**config.mk**
```make
export PLATFORM = sky130hd
export DESIGN_NAME = mem_port_arbiter
export DESIGN_NICKNAME = d
export VERILOG_FILES = /design/src/rtl/mem_port_arbiter.sv
export SDC_FILE = /design/constraint.sdc
export NUM_CORES = 1
export LEC_CHECK = 0
export BUFFER_PORTS_ARGS = -buffer_cell sky130_fd_sc_hd__buf_2
export CORE_ASPECT_RATIO = 2
export CORE_UTILIZATION = 47
export DETAILED_ROUTE_END_ITERATION = 6
export PLACE_DENSITY = 0.85
export SYNTH_ARGS = -nofsm -noshare
export SYNTH_HDL_FRONTEND = slang
export SYNTH_SLANG_ARGS = --single-unit
```
**constraint.sdc**
```tcl
create_clock -name clk -period 1.8 [get_ports clk]
set_input_delay 0.27 -clock clk [delete_from_list [all_inputs] [get_ports clk]]
set_output_delay 0.27 -clock clk [all_outputs]
set_load 0.01 [all_outputs]
```
**src/rtl/mem_port_arbiter.sv**
```systemverilog
// rtl/mem_port_arbiter.sv - shares one fixed-latency single-port memory between fetch and data ports
//
// Ports:
//   clk, rst_n                       clock (rising edge), asynchronous active-low reset
//   if_req/if_addr                   fetch request, held until if_ready
//   if_rdata/if_ready                fetched word and one-cycle completion pulse
//   dm_req/dm_we/dm_funct3/
//   dm_addr/dm_wdata                 data request (load or store), held until dm_ready
//   dm_rdata/dm_ready                load data and one-cycle completion pulse
//   mem_en/mem_we/mem_funct3/
//   mem_addr/mem_wdata               one-cycle memory strobe plus registered access fields
//   mem_rdata                        memory read data, valid MEM_LAT cycles after mem_en
//   busy                             high whenever an access is in progress
module mem_port_arbiter #(
    parameter int ADDR_W     = 32,
    parameter int DATA_W     = 32,
    parameter int MEM_LAT    = 1,
    parameter int STARVE_MAX = 4
) (
    input  logic              clk,
    input  logic              rst_n,
    input  logic              if_req,
    input  logic [ADDR_W-1:0] if_addr,
    output logic [DATA_W-1:0] if_rdata,
    output logic              if_ready,
    input  logic              dm_req,
    input  logic              dm_we,
    input  logic [2:0]        dm_funct3,
    input  logic [ADDR_W-1:0] dm_addr,
    input  logic [DATA_W-1:0] dm_wdata,
    output logic [DATA_W-1:0] dm_rdata,
    output logic              dm_ready,
    output logic              mem_en,
    output logic              mem_we,
    output logic [2:0]        mem_funct3,
    output logic [ADDR_W-1:0] mem_addr,
    output logic [DATA_W-1:0] mem_wdata,
    input  logic [DATA_W-1:0] mem_rdata,
    output logic              busy
);

    localparam int LAT_W = (MEM_LAT > 1) ? $clog2(MEM_LAT) : 1;
    localparam int SC_W  = $clog2(STARVE_MAX + 1);

    typedef enum logic [1:0] {IDLE, ISSUE, WAIT, RESP} state_t;

    state_t            state, state_nx;
    logic              owner_dm, owner_dm_nx;
    logic [LAT_W-1:0]  lat_cnt, lat_cnt_nx;
    logic [SC_W-1:0]   starve_cnt, starve_cnt_nx;
    logic              grant_dm;

    logic              mem_we_nx;
    logic [2:0]        mem_funct3_nx;
    logic [ADDR_W-1:0] mem_addr_nx;
    logic [DATA_W-1:0] mem_wdata_nx;
    logic [DATA_W-1:0] if_rdata_nx, dm_rdata_nx;

    // Data normally wins; once fetch has watched STARVE_MAX data grants go by,
    // it gets the next slot.
    assign grant_dm = dm_req && !(if_req && (starve_cnt == SC_W'(STARVE_MAX)));

    always_comb begin
        state_nx      = state;
        owner_dm_nx   = owner_dm;
        lat_cnt_nx    = lat_cnt;
        starve_cnt_nx = starve_cnt;
        mem_we_nx     = mem_we;
        mem_funct3_nx = mem_funct3;
        mem_addr_nx   = mem_addr;
        mem_wdata_nx  = mem_wdata;
        if_rdata_nx   = if_rdata;
        dm_rdata_nx   = dm_rdata;

        case (state)
            IDLE: begin
                if (if_req || dm_req) begin
                    state_nx    = ISSUE;
                    owner_dm_nx = grant_dm;
                    if (grant_dm) begin
                        mem_we_nx     = dm_we;
                        mem_funct3_nx = dm_funct3;
                        mem_addr_nx   = dm_addr;
                        mem_wdata_nx  = dm_wdata;
                    end else begin
                        mem_we_nx     = 1'b0;
                        mem_funct3_nx = 3'b010;
                        mem_addr_nx   = if_addr;
                        mem_wdata_nx  = '0;
                    end
                    // Count only data grants that actually made fetch wait.
                    if (grant_dm && if_req) begin
                        if (starve_cnt != SC_W'(STARVE_MAX)) begin
                            starve_cnt_nx = starve_cnt + SC_W'(1);
                        end
                    end else begin
                        starve_cnt_nx = '0;
                    end
                end
            end
            ISSUE: begin
                lat_cnt_nx = LAT_W'(MEM_LAT - 1);
                state_nx   = WAIT;
            end
            WAIT: begin
                if (lat_cnt != '0) begin
                    lat_cnt_nx = lat_cnt - LAT_W'(1);
                end else begin
                    state_nx = RESP;
                    // Stores leave the owner's read register untouched.
                    if (!mem_we) begin
                        if (owner_dm) begin
                            dm_rdata_nx = mem_rdata;
                        end else begin
                            if_rdata_nx = mem_rdata;
                        end
                    end
                end
            end
            RESP: begin
                state_nx = IDLE;
            end
            default: begin
                state_nx = IDLE;
            end
        endcase
    end

    // Strobes are registered from the next state so every output comes
    // straight from a flop.
    always_ff @(posedge clk or negedge rst_n) begin
        if (!rst_n) begin
            state      <= IDLE;
            owner_dm   <= 1'b0;
            lat_cnt    <= '0;
            starve_cnt <= '0;
            mem_we     <= 1'b0;
            mem_funct3 <= '0;
            mem_addr   <= '0;
            mem_wdata  <= '0;
            if_rdata   <= '0;
            dm_rdata   <= '0;
            mem_en     <= 1'b0;
            if_ready   <= 1'b0;
            dm_ready   <= 1'b0;
            busy       <= 1'b0;
        end else begin
            state      <= state_nx;
            owner_dm   <= owner_dm_nx;
            lat_cnt    <= lat_cnt_nx;
            starve_cnt <= starve_cnt_nx;
            mem_we     <= mem_we_nx;
            mem_funct3 <= mem_funct3_nx;
            mem_addr   <= mem_addr_nx;
            mem_wdata  <= mem_wdata_nx;
            if_rdata   <= if_rdata_nx;
            dm_rdata   <= dm_rdata_nx;
            mem_en     <= (state_nx == ISSUE);
            if_ready   <= (state_nx == RESP) && !owner_dm_nx;
            dm_ready   <= (state_nx == RESP) && owner_dm_nx;
            busy       <= (state_nx != IDLE);
        end
    end

endmodule

```
# Word level (Yosys, flattened, before mapping)
# Cells that the tools add are included.
# W data, S select, Z words.
[classes]
mux = 13
n_div = 0
n_bitwise = 3
n_mul = 0
eq_ne = 8
n_reduce_logical = 15
add_sub_neg = 2
n_shift = 0
order_cmp = 0
[op_table]
columns = ["op", "n"]
rows = [
  ["$mux W32", 2],
  ["$mux W3", 3],
  ["$pmux W2 S4", 1],
  ["$reduce_and A4 Y1", 2],
  ["$eq A2 B2 Y1 const B", 3],
  ["$logic_and A1 B1 Y1", 5],
  ["$eq A2 B1 Y1 const B", 2],
  ["$mux W1", 4],
  ["$mux W2", 2],
  ["$reduce_bool A2 Y1", 2],
  ["$add A3 B1 Y3 const B", 1],
  ["$eq A3 B3 Y1 const B", 1],
  ["$ne A3 B3 Y1 const B", 1],
  ["$not A1 Y1", 3],
  ["$reduce_and A3 Y1", 1],
  ["$logic_not A1 Y1", 2],
  ["$logic_not A2 Y1", 1],
  ["$ne A2 B1 Y1 const B", 1],
  ["$pmux W1 S2", 1],
  ["$reduce_and A2 Y1", 1],
  ["$logic_or A1 B1 Y1", 1],
  ["$sub A1 B1 Y1 const B", 1],
]
[word_totals]
latchBits = 0
ram_bits = 0
rom_bits = 0
output_inout_bits = 136
reg_bits = 143
n_memories = 0

# Logic depth before layout (Yosys ltp)
# Gate-level depths: netlist of the first run.
[depth]
word_depth = 8
depth_mapped = 8
depth_no_buf = 5

# Worst setup path after synthesis of the first run
# Ideal clock, no wire load.
[synth_path]
path_kind = "reg-to-reg"
from = "reg state[0]"
to = "reg if_rdata[0]"
setup_time_ps = 125
path_buffers = 1
path_slack_ps = 230
t_arrival_ps = 1445
stages_incl_launch_ff = 6
period_less_slack_ps = 1570
path_cell_list = "dfrtp_1 > inv_1 > ha_1 > nor3b_4 > buf_6 > mux2_2"
[synth_between]
elab_chain_cells = 2
[synth_rtl]
columns = ["item", "line", "rtl"]
rows = [
  ["from (decl)", "47", "state_t state, state_nx;"],
  ["from (signal assigned)", "148", "state <= state_nx;"],
  ["$eq A2 B2 Y1", "75", "case (state)"],
  ["$reduce_and A4 Y1 (no line)", "n/a", ""],
  ["to (signal assigned)", "156", "if_rdata <= if_rdata_nx;"],
  ["to (decl)", "24", "output logic [DATA_W-1:0] if_rdata,"],
]
# Every way passes these cells.
# A chain may end at the register's enable or synchronous reset.

# Final worst setup path of the first run
[layout_path]
from = "reg state[0]"
to = "reg if_rdata[28]"
# Same word-level chain as after synthesis.

==> parameters.txt, run 1 <==
Parameter                              Value

Yosys
  Synth Area in Compound Gates ... 10.4%
  Post-synth EDFFs ... 0
  Sequential share of the synthesized area ... 58.7%
  Largest family of logic cells by synthesized area ... simple AND/OR/NAND/NOR gates
  Number of standard cells after synthesis ... 517
  Post-synthesis sequential element count ... 142
  Post-synthesis cell type count ... 32
  Share of synthesized cell area in full adder, half adder and majority cells ... 1.03%
  Syn_area_per_cell ... 11.7 um2
  Synth area leaders ... sky130_fd_sc_hd__dfrtp_1, sky130_fd_sc_hd__mux2_2, sky130_fd_sc_hd__nand2_1
  Synth Net Count ... 658
  Post-synth top area cell ... sky130_fd_sc_hd__dfrtp_1
  Main flop type after synthesis ... sky130_fd_sc_hd__dfrtp_1
  Synth top area share ... 58.7%
  XOR/XNOR share of the synthesized area ... 0%
  Total of warnings raised by yosys ... 0
  Mux cell area share after synthesis ... 11.9%
  Netlist area before placement ... 6060 um2
  Share of synthesized registers carrying an async set or reset ... 100%
  Post-Synth Simple-Gate Area ... 13.5%

Timing
  # setup viols final ... 0
  Sum of negative setup slack ... 0 ns
  Max Transition Viols Final ... 0
  Setup repair after global routing missed its margin ... false
  Slew Limit Headroom ... 65.2%
  Total count of hold-check failures in the final report ... 0
  Slew of the pin with the lowest slew margin ... 0.522 ns
  Portion of the clock cycle consumed by the worst path in the final layout ... 92.6%
  Skew final ... 0.00674 ns
  Peak Freq ... 600 MHz
  Time the worst path needs with I/O delays and setup ... 1.67 ns
  Final worst hold slack ... 0.0822 ns

Die
  Initial core utilization ... 48.2%
  Placeable core region ... 12600 um2
  DIE WIDTH ... 82.3 um
  IO Count ... 272
  Die Y ... 163 um
  Placement Rows ... 58
  Area of the die ... 13400 um2

Routing
  Routed wire length ... 15500 um
  Remaining antenna violation count after routing ... 0
  Vias per cell ... 5.23
  Routed wirelength normalized by instance count ... 16.3 um
  Drt first pass iters ... 4
  Starting DRT DRC Count ... 108
  Total via count after detailed routing ... 4967
  Residual DRC count ... 0

GRT
  Initial antenna violation count ... 2
  Global routing usage summed across all routing layers ... 23.9%
  Remaining global-route overflow ... 0
  Global-route wire length before repair ... 24100 um
  Via count of the first global-routing pass ... 5085
  Pin count of the biggest net entering global routing ... 65

Critical path
  Critical-path top delay cell ... sky130_fd_sc_hd__dfrtp_1
  Critical path required time ... 2.09 ns
  Largest fanout on the critical path ... 32
  Crit path kind ... reg2reg
  Ordered cell list for the critical path ... inv_1 > ha_1 > nor3b_4 > buf_12 > mux2_2
  Critical Path Source ... state[0]
  Critical path data arrival time ... 1.95 ns
  Kind of capture point of the worst setup path ... flop
  Critical register-to-register path startpoint ... state[0]
  Kind of start point of the critical path ... flop
  CP max stage delay ... 0.37 ns

Place
  Number of input and output port buffers inserted ... 271
  Placer Congestion ... 0.836
  Post-placement cell count ... 915
  DP Wirelength ... 11200 um

Clocking
  Post-CTS clock slew at the launch and capture registers of the worst setup and hold paths ... 0.07 ns
  Number of sinks handled by clock tree synthesis ... 142
  Maximum clock path buffer count ... 2
  H-tree depth reported by CTS ... 4
  Number of clock buffers inserted by TritonCTS ... 17
  Root cell of the clock tree ... sky130_fd_sc_hd__clkbuf_16
  Skew-Pair Late Insertion Delay ... 0.41 ns
  CTS tree ... done
  Number of buffers inserted by post-CTS setup repair ... 0

Pwr
  Highest ir drop seen on vdd ... 1.04 mV
  Pwr Total ... 14800 uW
  Leakage power of the design ... 0.00407 uW
  Pwr dens ... 1810 nW/um2

Cells and area
  Layout cell share with drive strength beyond 1 ... 52.4%
  Growth of design area from synthesis to finish ... 34.6%
  Post-route non-filler standard cell count ... 950
  Nets ... 926

Min path
  Class of the tightest hold or removal check ... in2reg
  Critical hold path startpoint ... dm_funct3[2]

Status
  Result of the run ... completed

Run
  # Max-Cap Violations ... 0
-- metal layers --
layer	part of all wire [%]	up-vias	global-route usage [%]
met1	36	2397	25.1
li1	-	2323	-
met3	6.4	40	6.22
met2	54	207	41.4
met5	0	-	0
met4	3.5	0	13.6
-- worst max-delay path: cells and delay by family (launching register included) --
family	cells	cell delay, ns
multiplexers	1	0.36
buffers and inverters	2	0.35
adder cells (fa/ha/maj)	1	0.22
AND/OR/NAND/NOR	1	0.23
flip-flops	1	0.37
-- power breakdown --
| part | switching (uW) | total, uW | internal, uW |
|---|---|---|---|
| clock network | 1470 | 3330 | 1860 |
| registers | 726 | 5420 | 4690 |
| logic | 3230 | 6020 | 2790 |
| total | 5430 | 14800 | 9330 |
-- layout make-up --
class	count	area, um2
Inverter	8	30.0
Clock inverter	14	124
Tap cell	150	188
Sequential cell	142	3550
Clock buffer	18	439
Multi-Input combinational cell	327	2240
Antenna cell	2	5.00
Timing Repair Buffer	289	1580
Fill cell	1021	4400
-- logic make-up after synthesis --
family	Yosys count
simple gates	182
flops	142
compound gates	76
mux	64
buf+inv	48
fa+ha+maj	5
-- sequential cells by signal, summed over array words and instances (netlist names), 2 cells and up --
register,count
dm_rdata,32
if_rdata,32
mem_addr,32
mem_wdata,32
mem_funct3,3
starve_cnt,3
state,2
-- repair_timing --
action                                  CTS  global route
hold buffers                              1             0
resized for setup                         0             1
hold endpoints to repair                 35             0
endpoints found under the setup margin    0            11
-- stage by stage --
| step | worst slack (ns) | utilization [%] | cell area, um2 |
|---|---|---|---|
| finish | 0.134 | 64.9 | 8150 |
| global route | 0.0396 | 64.9 | 8150 |
| CTS | 0.0773 | 64.9 | 8150 |
| detailed placement | 0.0792 | 60.3 | 7570 |
| global placement | 0.192 | 60.3 | 7570 |
| floorplan | 0.230 | - | 6060 |
-- synth_stat cells, types with 2 or more instances --
cell and number:
sky130_fd_sc_hd__dfrtp_1 142, sky130_fd_sc_hd__nand2_1 138, sky130_fd_sc_hd__mux2_2 62, sky130_fd_sc_hd__o21ai_1 35
sky130_fd_sc_hd__nand4_1 32, sky130_fd_sc_hd__o211ai_2 29, sky130_fd_sc_hd__clkbuf_1 14, sky130_fd_sc_hd__buf_2 8
sky130_fd_sc_hd__buf_4 8, sky130_fd_sc_hd__inv_1 8, sky130_fd_sc_hd__buf_6 7, sky130_fd_sc_hd__ha_1 5
sky130_fd_sc_hd__clkbuf_2 3, sky130_fd_sc_hd__nor2_1 3, sky130_fd_sc_hd__o211ai_1 3, sky130_fd_sc_hd__and2_1 2
sky130_fd_sc_hd__mux2_1 2, sky130_fd_sc_hd__o21ai_2 2
-- final timing paths --
path                                       to  slack (ns)  depth (start not counted)
worst max-delay path             if_rdata[28]        0.13                          5
min in group asynchronous        mem_addr[24]        0.32                          2
worst min register to register   mem_wdata[7]        0.48                          2
worst max register to register   if_rdata[28]        0.13                          5
max in group asynchronous       mem_wdata[11]        0.83                          3
worst min-delay path            mem_funct3[2]        0.08                          3
-- cell usage in the layout (no fill, tap or decap), types with 2 or more instances in the layout --
| cell type | instances |
|---|---|
| sky130_fd_sc_hd__buf_12 | 6 |
| sky130_fd_sc_hd__buf_2 | 270 |
| sky130_fd_sc_hd__buf_4 | 11 |
| sky130_fd_sc_hd__clkbuf_16 | 17 |
| sky130_fd_sc_hd__clkinv_4 | 2 |
| sky130_fd_sc_hd__clkinvlp_4 | 2 |
| sky130_fd_sc_hd__dfrtp_1 | 142 |
| sky130_fd_sc_hd__diode_2 | 2 |
| sky130_fd_sc_hd__ha_1 | 4 |
| sky130_fd_sc_hd__inv_1 | 8 |
| sky130_fd_sc_hd__inv_6 | 6 |
| sky130_fd_sc_hd__inv_8 | 3 |
| sky130_fd_sc_hd__mux2_1 | 2 |
| sky130_fd_sc_hd__mux2_2 | 62 |
| sky130_fd_sc_hd__nand2_1 | 138 |
| sky130_fd_sc_hd__nand4_1 | 32 |
| sky130_fd_sc_hd__nor2_1 | 3 |
| sky130_fd_sc_hd__o211ai_1 | 3 |
| sky130_fd_sc_hd__o211ai_2 | 29 |
| sky130_fd_sc_hd__o21ai_1 | 35 |
Power figures use the tool's default switching activity.
==> run 2: changes to the inputs <==
RECOVER_POWER = 50   (was default)
==> run 2 against run 1 <==
Register-to-register slack is essentially flat; largest power group unchanged; routed wire length grew 0.17%; critical path type unchanged; sequential share of layout area grew 0.56 points.
==> parameters.txt, run 2 (same netlist as run 1, synthesis figures left out) <==
Parameter                              Value

Place
  Placer Congestion ... 0.836 (unchanged)
  DP Wirelength ... 11200 um (unchanged)
  Number of input and output port buffers inserted ... 271 (unchanged)
  Post-Place Setup Slack ... 0.0792 ns (unchanged)
  Placed cell areas ... 7570 um2 (unchanged)

Pwr
  Highest ir drop seen on vdd ... 1.03 mV (-1.3%)
  Cell-internal power ... 9140 uW (-2.0%)
  Pwr dens ... 1810 nW/um2 (+0.13%)
  Sw Pwr ... 5450 uW (+0.41%)
  Clock power share ... 22.8% (+0.3 points)
  Register share of total power ... 37.3% (+0.6 points)
  Leakage power of the design ... 0.00385 uW (-5.4%)
  Pwr Total ... 14600 uW (-1.1%)
  Part of the total power dissipated in combinational logic ... 39.9% (-0.9 points)
  Switching share of power ... 37.4% (+0.57 points)

GRT
  Pin count of the biggest net entering global routing ... 65 (unchanged)
  GRT busiest layer ... met2
  Global routing usage summed across all routing layers ... 23.9% (unchanged)
  Met3 Use GR ... 6.22% (unchanged)
  Remaining global-route overflow ... 0 (unchanged)
  Initial antenna violation count ... 2 (unchanged)
  Via count of the first global-routing pass ... 5085 (unchanged)
  Global-route wire length before repair ... 24100 um (unchanged)
  Met2 track utilization from global routing ... 41.4% (unchanged)
  Met1 capacity usage during global routing ... 25.1% (unchanged)

Routing
  Residual DRC count ... 0 (unchanged)
  Routed wirelength normalized by instance count ... 16.3 um (+0.17%)
  Remaining antenna violation count after routing ... 0 (unchanged)
  Routed wire length ... 15500 um (+0.17%)
  Starting DRT DRC Count ... 127 (+18%)
  Drt first pass iters ... 4 (unchanged)
  Vias per cell ... 5.23 (unchanged)
  Total via count after detailed routing ... 4967 (unchanged)

Critical path
  Critical path depth ... 5 (unchanged)
  Worst R2R Setup Slack ... 0.14 ns (about the same)
  Ordered cell list for the critical path ... inv_1 > ha_1 > nor3b_4 > buf_12 > mux2_2
  Critical path required time ... 2.09 ns (about the same)
  Kind of capture point of the worst setup path ... flop
  Crit path kind ... reg2reg
  Largest delay share family, worst path ... flip-flops
  Kind of start point of the critical path ... flop
  Buffering stage count on the worst path with inverters included ... 2 (unchanged)
  Critical register-to-register path startpoint ... state[0]
  Critical-path top delay cell ... sky130_fd_sc_hd__dfrtp_1
  Largest fanout on the critical path ... 32 (unchanged)
  Critical path data arrival time ... 1.95 ns (about the same)
  Number of cells on the worst reg-to-reg path ... 5 (unchanged)
  Destination of the worst register-to-register timing path ... if_rdata[28]
  CP max stage delay ... 0.37 ns (about the same)

Die
  Initial core utilization ... 48.2% (unchanged)
  Area of the die ... 13400 um2 (unchanged)
  IO Count ... 272 (unchanged)
  Die Y ... 163 um (unchanged)
  DIE WIDTH ... 82.3 um (unchanged)
  Placement Rows ... 58 (unchanged)
  Placeable core region ... 12600 um2 (unchanged)

Timing
  Setup repair after global routing missed its margin ... false
  # setup viols final ... 0 (unchanged)
  Total count of hold-check failures in the final report ... 0 (unchanged)
  Worst-case setup margin in the final layout ... 0.136 ns (+0.00232 ns)
  Peak Freq ... 601 MHz (+0.14%)
  Time the worst path needs with I/O delays and setup ... 1.66 ns (-0.00232 ns)
  Skew final ... 0.00699 ns (+0.000247 ns)
  Slew of the pin with the lowest slew margin ... 1.02 ns (+0.499 ns)
  Sum of negative setup slack ... 0 ns (unchanged)
  Max Transition Viols Final ... 0 (unchanged)
  Portion of the clock cycle consumed by the worst path in the final layout ... 92.4% (-0.13 points)
  Slew Limit Headroom ... 32.0% (-33 points)
  Final worst hold slack ... 0.0813 ns (-0.000828 ns)

Min path
  Cells on Worst Hold Path ... 3 (unchanged)
  Critical hold path startpoint ... dm_funct3[2]
  Hold Path End ... mem_funct3[2]
  Class of the tightest hold or removal check ... in2reg

Cells and area
  Most frequent cells in the layout ... sky130_fd_sc_hd__buf_2, sky130_fd_sc_hd__dfrtp_1, sky130_fd_sc_hd__nand2_1, sky130_fd_sc_hd__clkbuf_1, sky130_fd_sc_hd__mux2_2
  Nets ... 926 (unchanged)
  Area of all placed cells without fillers ... 8050 um2 (-1.3%)
  Most common cell after layout, fill and taps aside ... sky130_fd_sc_hd__buf_2
  Growth of design area from synthesis to finish ... 32.9%
  Layout cell share with drive strength beyond 1 ... 43.9% (-8.5 points)

Clocking
  Skew-Pair Late Insertion Delay ... 0.41 ns (about the same)
  Number of buffers inserted by post-CTS setup repair ... 0 (unchanged)
  Maximum clock path buffer count ... 2 (unchanged)
  Number of sinks handled by clock tree synthesis ... 142 (unchanged)
  Number of clock buffers inserted by TritonCTS ... 17 (unchanged)
  H-tree depth reported by CTS ... 4 (unchanged)
  Post-CTS clock slew at the launch and capture registers of the worst setup and hold paths ... 0.07 ns (about the same)
  Root cell of the clock tree ... sky130_fd_sc_hd__clkbuf_16
  CTS tree ... done

Status
  Result of the run ... completed

Run
  # Max-Cap Violations ... 0 (unchanged)
[run 2: changes by cell type in the layout (fill, tap and decap cells not counted), sizes merged]
cell | before | now
clkbuf | 18 | 88
buf | 288 | 218
[run 2: how the worst max path moves through the flow]
stage | from | slack [ns] | end
2_1_floorplan | state[0] | 0.23 | if_rdata[0]
3_3_place_gp | state[0] | 0.19 | mem_addr[1]
3_5_place_dp | state[0] | 0.08 | mem_addr[0]
4_1_cts | state[0] | 0.08 | mem_addr[0]
5_1_grt | rst_n | 0.04 | mem_wdata[17]
6_report | state[0] | 0.14 | if_rdata[28]
[run 2: cell type report]
cell class                 instances  area, um2
timing repair buffer             289       1470
clock inverter                    14        124
tap                              150        188
clock buffer                      18        439
antenna                            2       5.00
fill                            1068       4500
sequential                       142       3550
inverter                           8       30.0
multi-input combinational        327       2240
[run 2: power groups by stage]
| stage | clock (uW) | sequential [uW] | combinational [uW] |
|---|---|---|---|
| finish | 3330 | 5440 | 5830 |
| global route | 3550 | 5660 | 6430 |
| CTS | 3400 | 5430 | 6080 |
| detailed placement | 0 | 5460 | 6090 |
| global placement | 0 | 5420 | 5870 |
| floorplan | 0 | 6130 | 3010 |
[run 2: timing repair]
| action | CTS | global route |
|---|---|---|
| hold buffers | 1 | 0 |
| gates resized for setup | 0 | 1 |
| setup endpoints to repair | 0 | 11 |
| endpoints found under the hold margin | 35 | 0 |
[run 2: metrics by stage]
stage | util (%) | cells
global placement | 60.3 | 915
global route | 64.1 | 950
floorplan | - | 517
finish | 64.1 | 950
CTS | 64.9 | 948
detailed placement | 60.3 | 915
[run 2: per-layer routing]
metal  part of all wire, %  vias to the layer above
li1                      -                     2323
met2                    54                      216
met4                   3.5                        0
met3                   6.5                       40
met1                    36                     2388
met5                     0                        -
[run 2: worst register-to-register path: cells and delay by family, from the launching register on]
kind | cells | cell delay (ns)
buf+inv | 2 | 0.35
fa+ha+maj | 1 | 0.22
simple gates | 1 | 0.23
mux | 1 | 0.37
flops | 1 | 0.37
==> run 3: changes to the inputs <==
RECOVER_POWER = 25   (was 50)
==> run 3 against run 2 <==
Hold slack about the same; highest routed layer unchanged; total power up 1.0%; critical endpoint unchanged; clock power about the same; routed wire length down 0.38%; largest cell class unchanged; combinational power up 3%; flip-flop and latch count unchanged; register-to-register slack about the same; worst setup slack worse by 0.0014 ns; via count about the same; sequential power about the same; clock skew about the same; global-route usage unchanged.
==> parameters.txt, run 3 (same netlist as run 1, synthesis figures left out) <==
Parameter                              Value

Routing
  Vias per cell ... 5.22 (about the same)
  Remaining antenna violation count after routing ... 0 (unchanged)
  Total via count after detailed routing ... 4963 (-0.081%)
  Starting DRT DRC Count ... 129 (+1.6%)
  Drt first pass iters ... 5 (+1)
  Routed wirelength normalized by instance count ... 16.2 um (-0.38%)
  Routed wire length ... 15400 um (-0.38%)
  Residual DRC count ... 0 (unchanged)

Place
  DP Wirelength ... 11200 um (unchanged)
  Placer Congestion ... 0.836 (unchanged)
  Number of input and output port buffers inserted ... 271 (unchanged)

Critical path
  Critical path required time ... 2.09 ns (about the same)
  Number of cells on the worst reg-to-reg path ... 5 (unchanged)
  Worst R2R Setup Slack ... 0.13 ns (about the same)
  Critical Path Source ... state[0]
  Kind of start point of the critical path ... flop
  Crit path kind ... reg2reg
  Destination of the worst register-to-register timing path ... if_rdata[28]
  Kind of capture point of the worst setup path ... flop
  Critical path data arrival time ... 1.95 ns (about the same)
  Largest fanout on the critical path ... 32 (unchanged)
  Critical register-to-register path startpoint ... state[0]

Die
  IO Count ... 272 (unchanged)
  Placeable core region ... 12600 um2 (unchanged)
  Placement Rows ... 58 (unchanged)
  Initial core utilization ... 48.2% (unchanged)
  Area of the die ... 13400 um2 (unchanged)
  DIE WIDTH ... 82.3 um (unchanged)
  Die Y ... 163 um (unchanged)

Timing
  Sum of negative setup slack ... 0 ns (unchanged)
  # setup viols final ... 0 (unchanged)
  Peak Freq ... 600 MHz (about the same)
  Setup repair after global routing missed its margin ... false
  Slew of the pin with the lowest slew margin ... 1.03 ns (+0.00511 ns)
  Portion of the clock cycle consumed by the worst path in the final layout ... 92.5% (about the same)
  Time the worst path needs with I/O delays and setup ... 1.67 ns (+0.00144 ns)
  Slew Limit Headroom ... 31.6% (-0.34 points)
  Total count of hold-check failures in the final report ... 0 (unchanged)
  Max Transition Viols Final ... 0 (unchanged)
  Final worst hold slack ... 0.0816 ns (+0.000288 ns)
  Skew final ... 0.00665 ns (-0.000338 ns)

GRT
  Via count of the first global-routing pass ... 5085 (unchanged)
  Global routing usage summed across all routing layers ... 23.9% (unchanged)
  Global-route wire length before repair ... 24100 um (unchanged)
  Remaining global-route overflow ... 0 (unchanged)
  Initial antenna violation count ... 2 (unchanged)
  Pin count of the biggest net entering global routing ... 65 (unchanged)

Pwr
  Pwr Total ... 14800 uW (+1.0%)
  Pwr dens ... 1810 nW/um2 (about the same)
  Highest ir drop seen on vdd ... 1.04 mV (+1.3%)
  Leakage power of the design ... 0.00406 uW (+5.5%)

Min path
  Cells on Worst Hold Path ... 3 (unchanged)
  Critical hold path startpoint ... dm_funct3[2]
  Hold Path End ... mem_funct3[2]
  Class of the tightest hold or removal check ... in2reg

Cells and area
  Most common cell after layout, fill and taps aside ... sky130_fd_sc_hd__buf_2
  Growth of design area from synthesis to finish ... 34.3%
  Most frequent cells in the layout ... sky130_fd_sc_hd__buf_2, sky130_fd_sc_hd__dfrtp_1, sky130_fd_sc_hd__nand2_1, sky130_fd_sc_hd__mux2_2, sky130_fd_sc_hd__o21ai_1
  Nets ... 926 (unchanged)
  Layout cell share with drive strength beyond 1 ... 52.3% (+8.4 points)

Clocking
  Skew-Pair Late Insertion Delay ... 0.41 ns (about the same)
  Maximum clock path buffer count ... 2 (unchanged)
  H-tree depth reported by CTS ... 4 (unchanged)
  Post-CTS clock slew at the launch and capture registers of the worst setup and hold paths ... 0.07 ns (about the same)
  CTS tree ... done
  Number of clock buffers inserted by TritonCTS ... 17 (unchanged)
  Number of sinks handled by clock tree synthesis ... 142 (unchanged)
  Root cell of the clock tree ... sky130_fd_sc_hd__clkbuf_16

Status
  Result of the run ... completed

Run
  # Max-Cap Violations ... 0 (unchanged)
-- run 3: changes by cell type in the layout (fill, tap and decap cells not counted) --
cell                       delta
sky130_fd_sc_hd__buf_4        +1
sky130_fd_sc_hd__clkbuf_1    -67
sky130_fd_sc_hd__clkbuf_4     -1
sky130_fd_sc_hd__buf_2       +67
-- run 3: power by group --
group          switching [uW]  internal [uW]  total (uW)
clock                    1470           1860        3320
sequential                725           4690        5420
combinational            3230           2780        6010
-- run 3: worst max-delay path, stage by stage (launching register included) --
cell	delay, ns
sky130_fd_sc_hd__dfrtp_1	0.37
sky130_fd_sc_hd__inv_1	0.11
sky130_fd_sc_hd__ha_1	0.22
sky130_fd_sc_hd__nor3b_4	0.23
sky130_fd_sc_hd__buf_12	0.24
sky130_fd_sc_hd__mux2_2	0.36
-- run 3: layout make-up --
cell class                 count  area (um2)
fill                        1026        4420
clock buffer                  18         439
tap                          150         188
timing repair buffer         289        1560
antenna                        2        5.00
sequential                   142        3550
clock inverter                14         124
multi-input combinational    327        2240
inverter                       8        30.0
-- run 3: per-stage QoR --
step                      setup WS [ns]  cells  utilization (%)  area (um2)
after floorplan                   0.230    517                -        6060
after detailed placement         0.0792    915             60.3        7570
after CTS                        0.0773    948             64.9        8150
after global routing             0.0396    950             64.8        8140
final                             0.134    950             64.8        8140
after global placement            0.192    915             60.3        7570
-- run 3: timing repair --
item / in CTS / in global routing
endpoints found under the hold margin: 35 / 0
hold buffers: 1 / 0
setup endpoints to repair: 0 / 11
gates resized for setup: 0 / 1
setup buffers: 0 / 0
-- run 3: how the worst max path moves through the flow --
stage,cells after the start,end
2_1_floorplan,5,if_rdata[0]
3_3_place_gp,6,mem_addr[1]
3_5_place_dp,6,mem_addr[0]
4_1_cts,6,mem_addr[0]
5_1_grt,5,if_rdata[28]
6_report,5,if_rdata[28]
-- run 3: layer usage --
layer	global-route usage (%)	up-vias	part of all wire (%)
li1	-	2322	-
met1	25.1	2383	36
met4	13.6	0	3.5
met3	6.22	40	6.6
met5	0	-	0
met2	41.4	218	54
